[src/rtl/core_pkg.sv]
// Shared core-wide constants and types: instruction ID space for in-flight vector instructions.
package core_pkg;

    localparam int unsigned InsnIDNum = 8;

    typedef logic [$clog2(InsnIDNum)-1:0] insn_id_t;

endpackage

[src/rtl/retire_queue.sv]
// In-order retirement tracker: allocates instruction IDs at issue, records out-of-order
// completions, and offers the oldest outstanding instruction to the scalar core once it is done.
module retire_queue
    import core_pkg::*;
#(
    parameter int unsigned InsnIDNum = core_pkg::InsnIDNum
) (
    input  logic     clk_i,
    input  logic     rst_ni,
    input  logic     issue_valid_i,
    output logic     issue_ready_o,
    output insn_id_t issue_id_o,
    input  logic     done_i,
    input  insn_id_t done_insn_id_i,
    input  logic     done_illegal_i,
    output logic     retire_valid_o,
    input  logic     retire_ready_i,
    output insn_id_t retire_id_o,
    output logic     retire_illegal_o,
    output logic     empty_o
);

    localparam int unsigned CntW = $clog2(InsnIDNum) + 1;
    localparam logic [CntW-1:0] FullCnt = CntW'(InsnIDNum);

    // Handshakes: a transfer happens on a rising edge where valid && ready are both high.
    // ready/valid outputs depend only on registered state, never on the partner's inputs.
    insn_id_t               r_head;
    insn_id_t               r_tail;
    logic [CntW-1:0]        r_count;
    logic [InsnIDNum-1:0]   r_done;
    logic [InsnIDNum-1:0]   r_illegal;

    logic                   w_issue;
    logic                   w_retire;
    insn_id_t               w_done_offset;
    logic                   w_done_outstanding;
    logic                   w_done_accept;

    assign issue_ready_o    = (r_count != FullCnt);
    assign issue_id_o       = r_tail;
    assign retire_valid_o   = (r_count != '0) && r_done[r_head];
    assign retire_id_o      = r_head;
    assign retire_illegal_o = r_illegal[r_head];
    assign empty_o          = (r_count == '0);

    assign w_issue  = issue_valid_i && issue_ready_o;
    assign w_retire = retire_valid_o && retire_ready_i;

    // An ID is outstanding when its distance from the head (modulo the ID space) is below count.
    assign w_done_offset      = done_insn_id_i - r_head;
    assign w_done_outstanding = ({1'b0, w_done_offset} < r_count);
    assign w_done_accept      = done_i && w_done_outstanding;

    always_ff @(posedge clk_i or negedge rst_ni) begin
        if (!rst_ni) begin
            r_head    <= '0;
            r_tail    <= '0;
            r_count   <= '0;
            r_done    <= '0;
            r_illegal <= '0;
        end else begin
            if (w_retire) begin
                r_done[r_head] <= 1'b0;
                r_head         <= r_head + insn_id_t'(1);
            end
            if (w_issue) begin
                r_done[r_tail]    <= 1'b0;
                r_illegal[r_tail] <= 1'b0;
                r_tail            <= r_tail + insn_id_t'(1);
            end
            // A completion never targets the tail being issued: the tail is not outstanding
            // whenever an issue can be accepted.
            if (w_done_accept) begin
                r_done[done_insn_id_i]    <= 1'b1;
                r_illegal[done_insn_id_i] <= done_illegal_i;
            end
            case ({w_issue, w_retire})
                2'b10:   r_count <= r_count + CntW'(1);
                2'b01:   r_count <= r_count - CntW'(1);
                default: r_count <= r_count;
            endcase
        end
    end

`ifndef SYNTHESIS
    a_done_outstanding : assert property (
        @(posedge clk_i) disable iff (!rst_ni) done_i |-> w_done_outstanding
    ) else $warning("retire_queue: done_i for ID %0d not outstanding, ignored", done_insn_id_i);
`endif

endmodule

[config.mk]
export PLATFORM = sky130hd
export DESIGN_NAME = retire_queue
export DESIGN_NICKNAME = d
export VERILOG_FILES = /design/src/rtl/core_pkg.sv /design/src/rtl/retire_queue.sv
export SDC_FILE = /design/constraint.sdc
export NUM_CORES = 1
export LEC_CHECK = 0
export CAP_MARGIN = 20
export CORE_MARGIN = 5
export CORE_UTILIZATION = 40
export DETAILED_ROUTE_END_ITERATION = 10
export HOLD_SLACK_MARGIN = 0.12
export SYNTH_ARGS = -nofsm -noshare
export SYNTH_HDL_FRONTEND = slang
export SYNTH_SLANG_ARGS = --single-unit
export TNS_END_PERCENT = 30
[constraint.sdc]
create_clock -name clk_i -period 3.2 [get_ports clk_i]
set_input_delay 0.64 -clock clk_i [delete_from_list [all_inputs] [get_ports clk_i]]
set_output_delay 0.64 -clock clk_i [all_outputs]
set_load 0.05 [all_outputs]
Word level (Yosys, flattened, before mapping)

Index checks and enable logic that the tools add are counted.

Input port bits: 9
Bits in latches: 0
Memory bits (writable): 0
Word-level logic and storage cells: 53
Memories kept: 0
Register bits after elaboration: 26
Bits in read-only memories: 0
Output and inout port bits: 10

Reductions and logical operators: 10
Add/subtract/negate cells: 5
Divide/modulo/power cells: 0
Shift operators: 0
Magnitude comparators: 7
Muxes and demuxes: 17
Equal/unequal tests: 3
$mul: 0
Bitwise operators: 6

Operators with widths:

| cell                                                                                 | number |
|---|---|
| 8-bit 2-to-1 mux                                                                     | 5 |
| 8-bit bitwise AND                                                                    | 3 |
| 8-bit NOT                                                                            | 2 |
| 3-bit by 4-bit less-than comparator with 1-bit output (second input constant)        | 3 |
| 1-bit demux with 3-bit select                                                        | 3 |
| 3-bit by 1-bit greater-or-equal comparator with 1-bit output (second input constant) | 3 |
| 8-bit bitwise mux                                                                    | 1 |
| 8-bit bitwise OR                                                                     | 1 |
| 4-bit one-hot mux with 2 select lines                                                | 1 |
| 1-bit logical AND                                                                    | 7 |
| 3-bit by 1-bit adder with 3-bit output (second input constant)                       | 2 |
| 1-bit binary-select mux with 3-bit select                                            | 2 |
| 1-bit 2-to-1 mux                                                                     | 5 |
| 4-bit by 1-bit adder with 4-bit output (second input constant)                       | 1 |
| 4-bit zero test                                                                      | 1 |
| 3-bit by 4-bit less-than comparator with 1-bit output                                | 1 |
| 4-bit inequality test (second input constant)                                        | 1 |
| 4-bit nonzero test                                                                   | 1 |
| 4-bit by 1-bit subtractor with 4-bit output (second input constant)                  | 1 |
| 3-bit subtractor                                                                     | 1 |
| 2-bit by 1-bit equality test with 1-bit output (second input constant)               | 1 |
| 2-bit equality test (second input constant)                                          | 1 |
| 2-bit nonzero test                                                                   | 1 |

Longest topological paths before layout

Gate-level depths: netlist of run 1.

Depth after elaboration: 11
Depth in mapped cells: 12
Gate-level depth less buffers: 11

Worst setup path after synthesis of run 1

OpenSTA, ideal clock, no wires.

Path kind: register -> register
Start: register r_head[1], in the netlist retire_id_o[1]
End: register r_illegal[6]
Clock period less this slack: 3128 ps
Path slack: 72 ps
Required time: 3075 ps
Stages on the path, launching flop included: 11
Data arrival time: 3004 ps
Setup time: 125 ps
Path buffers: 1
Cell sequence: dfrtp_1 > buf_2 > clkinv_1 > fa_1 > xor2_1 > xnor2_1 > ha_1 > nor3b_1 > a22oi_1 > nor4bb_1 > mux2_2

Cells in the longest elaborated chain, start to end: 4

Ends and longest elaborated chain:

| element                                               | line               | text |
|---|---|---|
| from (decl)                                           | retire_queue.sv:28 | `insn_id_t r_head;` |
| from (signal assigned)                                | retire_queue.sv:65 | `r_head <= r_head + insn_id_t'(1);` |
| 3-bit subtractor                                      | retire_queue.sv:51 | `assign w_done_offset = done_insn_id_i - r_head;` |
| 3-bit by 4-bit less-than comparator with 1-bit output | retire_queue.sv:52 | `assign w_done_outstanding = ({1'b0, w_done_offset} < r_count);` |
| 1-bit logical AND                                     | retire_queue.sv:53 | `assign w_done_accept = done_i && w_done_outstanding;` |
| 8-bit 2-to-1 mux                                      | retire_queue.sv:74 | `if (w_done_accept) begin` |
| to (signal, indexed assignment)                       | retire_queue.sv:76 | `r_illegal[done_insn_id_i] <= done_illegal_i;` |
| to (decl)                                             | retire_queue.sv:32 | `logic [InsnIDNum-1:0] r_illegal;` |

No other way between the ends.
A chain may end at the register's enable or synchronous reset.

Worst setup path after layout of run 1

Start: register r_head[0], in the netlist retire_id_o[0]
End: register r_count[2]

Cells in the longest elaborated chain, start to end: 6
Elaborated cells on any way between the ends: 8
Classes of those cells: 2 x eq/ne; 3 x mux; 3 x reduce/logical

Ends and longest elaborated chain:

| element                                                                               | line               | text |
|---|---|---|
| 1-bit binary-select mux with 3-bit select *                                           | retire_queue.sv:42 | `assign retire_valid_o = (r_count != '0) && r_done[r_head];` |
| 1-bit 2-to-1 mux (not written as such) *                                              | retire_queue.sv:42 |  |
| 1-bit logical AND *                                                                   | retire_queue.sv:42 |  |
| 1-bit logical AND *                                                                   | retire_queue.sv:48 | `assign w_retire = retire_valid_o && retire_ready_i;` |
| 2-bit by 1-bit equality test with 1-bit output or 2-bit equality test (tied branches) | retire_queue.sv:78 | `case ({w_issue, w_retire})` |
| 4-bit one-hot mux with 2 select lines or 2-bit nonzero test (tied branches)           | -                  |  |
| to (signal assigned)                                                                  | retire_queue.sv:79 | `2'b10: r_count <= r_count + CntW'(1);` |
| to (signal assigned)                                                                  | retire_queue.sv:80 | `2'b01: r_count <= r_count - CntW'(1);` |
| to (signal assigned)                                                                  | retire_queue.sv:81 | `default: r_count <= r_count;` |
| to (decl)                                                                             | retire_queue.sv:30 | `logic [CntW-1:0] r_count;` |

Mark *: on every way between the ends. The rest lies on a longest branch, timed or not. The select of a mux whose other input is x is not followed.

==> key figures, run 1 <==
Global route
  • Total track usage: 0.1604
  • First-pass GRT wire length: 6.706 mm
  • Vias in the first global route: 1363
  • GRT overflow: 0
  • Initial antenna violation count: 0
  • Pin count of the biggest net entering global routing: 27

Critical path
  • Buf/Inv on CP: 1
  • Crit path largest cell delay: 0.50 ns
  • CP Launch Type: flip-flop
  • Slowest stage cell, crit path: dfrtp_1
  • Crit. End Element: flip-flop
  • Critical Path, Cell by Cell: buf_4 -> mux2_1 -> mux4_2 -> and3b_4 -> ha_1 -> xor2_1 -> ha_1 -> a21oi_1 -> xor2_1 -> nor2_1 -> xnor2_1
  • Critical path depth: 11
  • Crit Path Class: reg2reg
  • FF-to-FF path depth: 11
  • CP Max Fanout: 7
  • CP top delay family: multiplexers
  • Crit path DAT: 3.21 ns
  • Required time worst endpoint: 3.37 ns

Floorplanning
  • Core area: 4058 µm²
  • Die H: 75.03 µm
  • I/O pins: 19
  • DIE AREA: 5630 µm²
  • Row cnt: 23
  • Initial Util: 0.4169
  • Die Wd: 75.03 µm

Detailed routing
  • Wire per inst: 17.42 µm
  • Post-route ant nets: 0
  • Starting DRT DRC Count: 43
  • Vias: 1351
  • Drt drc: 0
  • Detailed Route WL: 4.233 mm
  • Drt pass-1 iters: 4
  • Routed vias/inst: 5.560

Place
  • PortBufs: 18
  • HPWL Detailed: 3.175 mm
  • RD Place Congestion: 0.8384
  • DP Area: 2024 µm²

Hold path
  • Worst Hold Path Cells: 1
  • Hold crit path type: reg2reg

Final layout
  • Fin area: 2186 µm²
  • Inserted Diodes: 0
  • Number of fill cells in the layout: 347
  • Layout cells sized above 1: 0.2642
  • Fin nets: 212
  • Area of the multi-input gates: 1041 µm²
  • Sequential Area: 650.6 µm²
  • Area Growth Syn to Fin: 29.22%

Yosys
  • Post-Syn Nets: 180
  • Ys async rst share: 1.000
  • Synth Area per Inst: 10.44 µm²
  • Cells after synthesis: 162
  • Leading register cell type out of synthesis: dfrtp_1
  • Yosys reg bits: 26
  • Yosys cell types: 36
  • Cell Area, Synth: 1692 µm²
  • Synth warn: 0
  • Post-synth EDFFs: 0
  • Sequential area share after synthesis: 0.3846

CTS
  • TritonCTS Buffers: 3
  • CTS tree: built
  • Root Driver: clkbuf_8
  • H-tree depth: 1
  • Clk Latency, worst-skew pair: 0.27 ns
  • Worst-path clk slew: 0.09 ns
  • CTS sink count: 26
  • Clock Path Buffers: 2

STA
  • Pins Over Slew Limit: 0
  • TNS Setup: 0 ns
  • Slew @ Worst Pin: 0.6105 ns
  • Fin crit share: 0.9505
  • Max-slew headroom: 0.5930
  • Setup Skew: 0.002375 ns
  • Count of final setup violators: 0
  • Tmin final: 3.042 ns
  • Hold Fails Final Rpt: 0
  • Max Freq: 328.8 MHz
  • RSZ-0062 raised after global routing: false

Pwr
  • Pleak: 0.0009448 µW
  • Ratio of total power to cell area: 1146 nW/µm²
  • VDD IR max: 466.4 µV

Outcome
  • Status: finished, final reports clean

Run
  • Maxcap violations: 0
-- power breakdown --
group	switching [µW]	total (µW)	leakage [µW]	internal [µW]
sequential	195	692	0.000317	497
combinational	827	1530	0.000592	708
clock	110	278	0.0000357	168
-- stage by stage --
step                setup slack (ns)  hold slack (ns)  std cells  total power, µW  utilization
floorplan                    0.07157           0.3444        162             1731            -
global placement             -0.3979           0.4802        238             2108       0.4989
detailed placement           -0.4611           0.4856        238             2166       0.4989
CTS                         -0.07914           0.5085        242             2465       0.5208
global route                 0.01581           0.5304        243             2682       0.5387
finish                        0.1584           0.5068        243             2505       0.5387
-- cell usage after synthesis, types with 3 or more instances --
library cell | instances | area [µm²]
nor2_1 | 3 | 11.26
mux2_2 | 10 | 112.6
mux2_1 | 4 | 45.04
nor3_1 | 8 | 40.04
dfrtp_1 | 26 | 650.6
a21boi_0 | 6 | 45.04
inv_1 | 7 | 26.28
nor4b_1 | 4 | 35.03
mux4_2 | 3 | 67.56
xnor2_1 | 6 | 52.55
buf_2 | 3 | 15.01
nand2b_1 | 3 | 18.77
nor2b_1 | 4 | 25.02
a31o_1 | 8 | 70.07
nor4_1 | 5 | 31.28
nand3_1 | 3 | 15.01
nor3b_1 | 3 | 22.52
nand2_1 | 19 | 71.32
ha_1 | 8 | 100.1
xor2_1 | 6 | 52.55
clkbuf_1 | 4 | 15.01
-- repair_timing --
action / CTS / global route
setup buffers: 0 / 1
pin swaps: 0 / 5
hold buffers: 0 / 0
resized for setup: 3 / 13
setup endpoints to repair: 8 / 16
-- sequential cells by signal, indices dropped and copies added (netlist names) --
| signal | flops |
|---|---|
| issue_id_o | 3 |
| r_count | 4 |
| r_done | 8 |
| r_illegal | 8 |
| retire_id_o | 3 |
-- kinds of logic after synthesis --
kind of cell / count (synthesis) / synth area share
AOI/OAI and AO/OA: 23 / 0.1035
xor gates and xnor gates: 12 / 0.06213
adders and majority gates: 9 / 0.07101
buffers and inverters: 17 / 0.04437
DFF: 26 / 0.3846
muxes: 19 / 0.1509
and+or+nand+nor: 56 / 0.1834
-- worst paths after layout --
kind	startpoint	end	slack (ns)
max	retire_id_o[0]	r_count[2]	0.16
min	r_done[7]	r_done[7]	0.51
max reg2reg	retire_id_o[0]	r_count[2]	0.16
min reg2reg	r_done[7]	r_done[7]	0.51
max in group asynchronous	rst_ni	r_illegal[1]	2.22
min in group asynchronous	rst_ni	retire_id_o[2]	0.73
-- routing by layer --
| layer | routed length (µm) | GRT usage | up-vias |
|---|---|---|---|
| met5 | 0 | 0 | - |
| met2 | 2083 | 0.2611 | 29 |
| li1 | - | - | 640 |
| met1 | 1906 | 0.2100 | 672 |
| met4 | 87 | 0.07115 | 0 |
| met3 | 157 | 0.02537 | 10 |
-- cell usage in the layout (no fill, tap or decap), types with 2 or more instances in the layout --
master	n
mux4_2	3
clkdlybuf4s50_1	13
nand3_1	3
a21boi_0	6
inv_1	6
nand2_1	19
nor4b_2	3
nor3b_2	2
xnor2_1	6
mux2_4	2
mux2_2	10
dlymetal6s2s_1	3
nand2b_1	3
a31o_1	8
ha_1	8
a21oi_1	2
dfrtp_1	26
a31oi_1	2
clkbuf_8	3
nor2b_1	4
xor2_1	6
nor3_1	7
nor2_1	3
mux2_1	4
buf_4	19
nor4_1	3
-- layout make-up --
class | instances | share of cell area
inverters | 8 | 0.01374
multi-input cells | 119 | 0.4762
clock inverters | 1 | 0.01374
well taps | 50 | 0.02862
clock buffers | 3 | 0.01889
repair buffers | 36 | 0.1511
flip-flops and latches | 26 | 0.2977
(Power assumes the default switching activity.)
==> run 2, diff against run 1 <==
Settings changed: CORE_MARGIN 5 to 2.
Clock period 3.2 ns to 3.3 ns, I/O delays scaled along.
==> run 2 against run 1 <==
Sequential power down 5.1%. Clock power down 3%. Wire length down 8.1%. Sequential share of layout area up 0.77 points. Via count down 2.8%. Core utilization down 0.98 points. Largest cell class unchanged. Global-route usage up 1.3 points. Setup slack worse by 0.14 ns.
==> key figures, run 2 (synthesis gave the netlist of run 1 again) <==
Final layout
  • Inserted Diodes: 0 (unchanged)
  • Core Util, Final: 0.5289 (was 0.5387)
  • Regs by FF count: r_done (8), r_illegal (8), r_count (4) (unchanged)
  • Fin area: 2131 µm² (was 2186 µm²)
  • Area Growth Syn to Fin: 25.96% (was 29.22%)
  • Fin nets: 211 (was 212)
  • Layout cells sized above 1: 0.2344 (was 0.2642)
  • Final Instance Count excl. Fillers: 242 (was 243)
  • Most frequent cells in the layout: dfrtp_1, nand2_1, buf_4 (unchanged)
  • Commonest non-fill, non-tap cell in the layout: dfrtp_1 (unchanged)

STA
  • Fin crit share: 0.9930
  • Max-slew headroom: 0.5957 (was 0.5930)
  • Tmin final: 3.277 ns
  • Setup Skew: 0.002839 ns (was 0.002375 ns)
  • RSZ-0062 raised after global routing: true (was false)
  • Max Freq: 305.2 MHz
  • Hold Fails Final Rpt: 0 (unchanged)
  • Count of final setup violators: 0 (unchanged)
  • TNS Setup: 0 ns (unchanged)
  • Pins Over Slew Limit: 0 (unchanged)
  • Slew @ Worst Pin: 0.5980 ns (was 0.6105 ns)

Critical path
  • Crit Path Class: in2reg (was reg2reg)
  • Crit path DAT: 3.44 ns (was 3.21 ns)
  • CP Max Fanout: 8 (was 7)
  • Crit. End Element: flip-flop (unchanged)
  • CP Launch Type: input port (was flip-flop)
  • Required time worst endpoint: 3.47 ns (was 3.37 ns)

Pwr
  • Switch share: 0.4458 (was 0.4519)
  • Sequential power share: 0.275 (was 0.276)
  • Clk pwr share: 0.113 (was 0.111)
  • Pleak: 0.0008932 µW (was 0.0009448 µW)
  • VDD IR max: 421.1 µV (was 466.4 µV)
  • Ratio of total power to cell area: 1119 nW/µm² (was 1146 nW/µm²)
  • NetSw: 1063 µW (was 1132 µW)
  • Comb pwr share: 0.612 (was 0.613)
  • Power Internal: 1321 µW (was 1373 µW)

Detailed routing
  • Drt drc: 0 (unchanged)
  • Starting DRT DRC Count: 62 (was 43)
  • Detailed Route WL: 3.892 mm (was 4.233 mm)
  • Post-route ant nets: 0 (unchanged)
  • Vias: 1313 (was 1351)
  • Routed vias/inst: 5.426 (was 5.560)
  • Drt pass-1 iters: 4 (unchanged)
  • Wire per inst: 16.08 µm (was 17.42 µm)

Global route
  • Total track usage: 0.1737 (was 0.1604)
  • Vias in the first global route: 1350 (was 1363)
  • First-pass GRT wire length: 6.651 mm (was 6.706 mm)
  • GRT overflow: 0 (unchanged)
  • Initial antenna violation count: 0 (unchanged)
  • Pin count of the biggest net entering global routing: 27 (unchanged)

CTS
  • Root Driver: clkbuf_8 (unchanged)
  • Clk Latency, worst-skew pair: 0.27 ns (about the same)
  • H-tree depth: 1 (unchanged)
  • Worst-path clk slew: 0.10 ns (was 0.09 ns)
  • CTS tree: built (unchanged)
  • TritonCTS Buffers: 3 (unchanged)
  • CTS sink count: 26 (unchanged)
  • Clock Path Buffers: 2 (unchanged)

Place
  • HPWL Detailed: 3.002 mm (was 3.175 mm)
  • PortBufs: 18 (unchanged)
  • RD Place Congestion: 0.9032 (was 0.8384)
  • Cells after DPL: 238 (unchanged)
  • DP Area: 2024 µm² (unchanged)

Floorplanning
  • Core area: 4029 µm² (was 4058 µm²)
  • Die Wd: 69.03 µm (was 75.03 µm)
  • Die H: 69.03 µm (was 75.03 µm)
  • DIE AREA: 4765 µm² (was 5630 µm²)
  • Initial Util: 0.4199 (was 0.4169)
  • Row cnt: 23 (unchanged)
  • I/O pins: 19 (unchanged)

Outcome
  • Status: finished, final reports clean (unchanged)

Run
  • Maxcap violations: 0 (unchanged)

Hold path
  • Hold crit path type: reg2reg (unchanged)
run 2: metal layers:
layer | global-route usage | part of all wire | vias up
li1 | - | - | 642
met1 | 0.2460 | 0.49 | 634
met3 | 0.04094 | 0.041 | 6
met5 | 0 | 0 | -
met2 | 0.2682 | 0.45 | 31
met4 | 0.04357 | 0.014 | 0
run 2: worst max-delay path: stages:
cell,delay [ns]
clkdlybuf4s50_1,0.42
inv_1,0.09
ha_1,0.14
inv_1,0.05
fa_1,0.37
xor2_1,0.17
xnor2_1,0.14
ha_1,0.23
nor3b_2,0.21
a22oi_2,0.19
nor4b_1,0.39
mux2_2,0.38
run 2: worst paths after layout:
| path | from | cells after the start | to | slack, ns |
|---|---|---|---|---|
| max in group asynchronous | rst_ni | 2 | r_done[0] | 2.29 |
| min in group asynchronous | rst_ni | 2 | r_count[2] | 0.75 |
| worst min-delay path | r_done[2] | 1 | r_done[2] | 0.52 |
| worst min register to register | r_done[2] | 1 | r_done[2] | 0.52 |
| worst max register to register | retire_id_o[0] | 11 | r_count[2] | 0.44 |
| worst max-delay path | done_insn_id_i[0] | 12 | r_illegal[3] | 0.02 |
run 2: cell type report:
class / count / area (µm²)
Inverter: 8 / 30.03
Multi-Input combinational cell: 119 / 1001
Sequential cell: 26 / 650.6
Clock buffer: 3 / 41.29
Fill cell: 383 / 1898
Timing Repair Buffer: 35 / 315.3
Clock inverter: 1 / 30.03
Tap cell: 50 / 62.56
run 2: metrics by stage:
| stage | power (µW) | hold WS, ns | setup WS [ns] |
|---|---|---|---|
| after floorplan | 1678 | 0.3644 | 0.1716 |
| after global placement | 2042 | 0.4836 | -0.2846 |
| after detailed placement | 2099 | 0.4900 | -0.3802 |
| after CTS | 2396 | 0.5179 | 0.03597 |
| after global routing | 2559 | 0.5442 | -0.1290 |
| final | 2384 | 0.5232 | 0.02307 |
run 2: what timing repair did:
| item | 4_1_cts | 5_1_grt |
|---|---|---|
| endpoints found under the setup margin | 7 | 9 |
| setup buffers | 0 | 0 |
| hold buffers | 0 | 0 |
| resized for setup | 4 | 2 |
run 2: power by group through the flow:
stage	clock [µW]	combinational (µW)	sequential (µW)
3_3_place_gp	0	1390	652
3_5_place_dp	0	1440	658
6_report	269	1460	657
4_1_cts	274	1470	656
2_1_floorplan	0	965	713
5_1_grt	284	1590	685
==> run 3, diff against run 2 <==
Settings changed: CAP_MARGIN 20 to default.
==> results of run 3 <==
Final layout, timing and power as in run 2 (identical DEF).
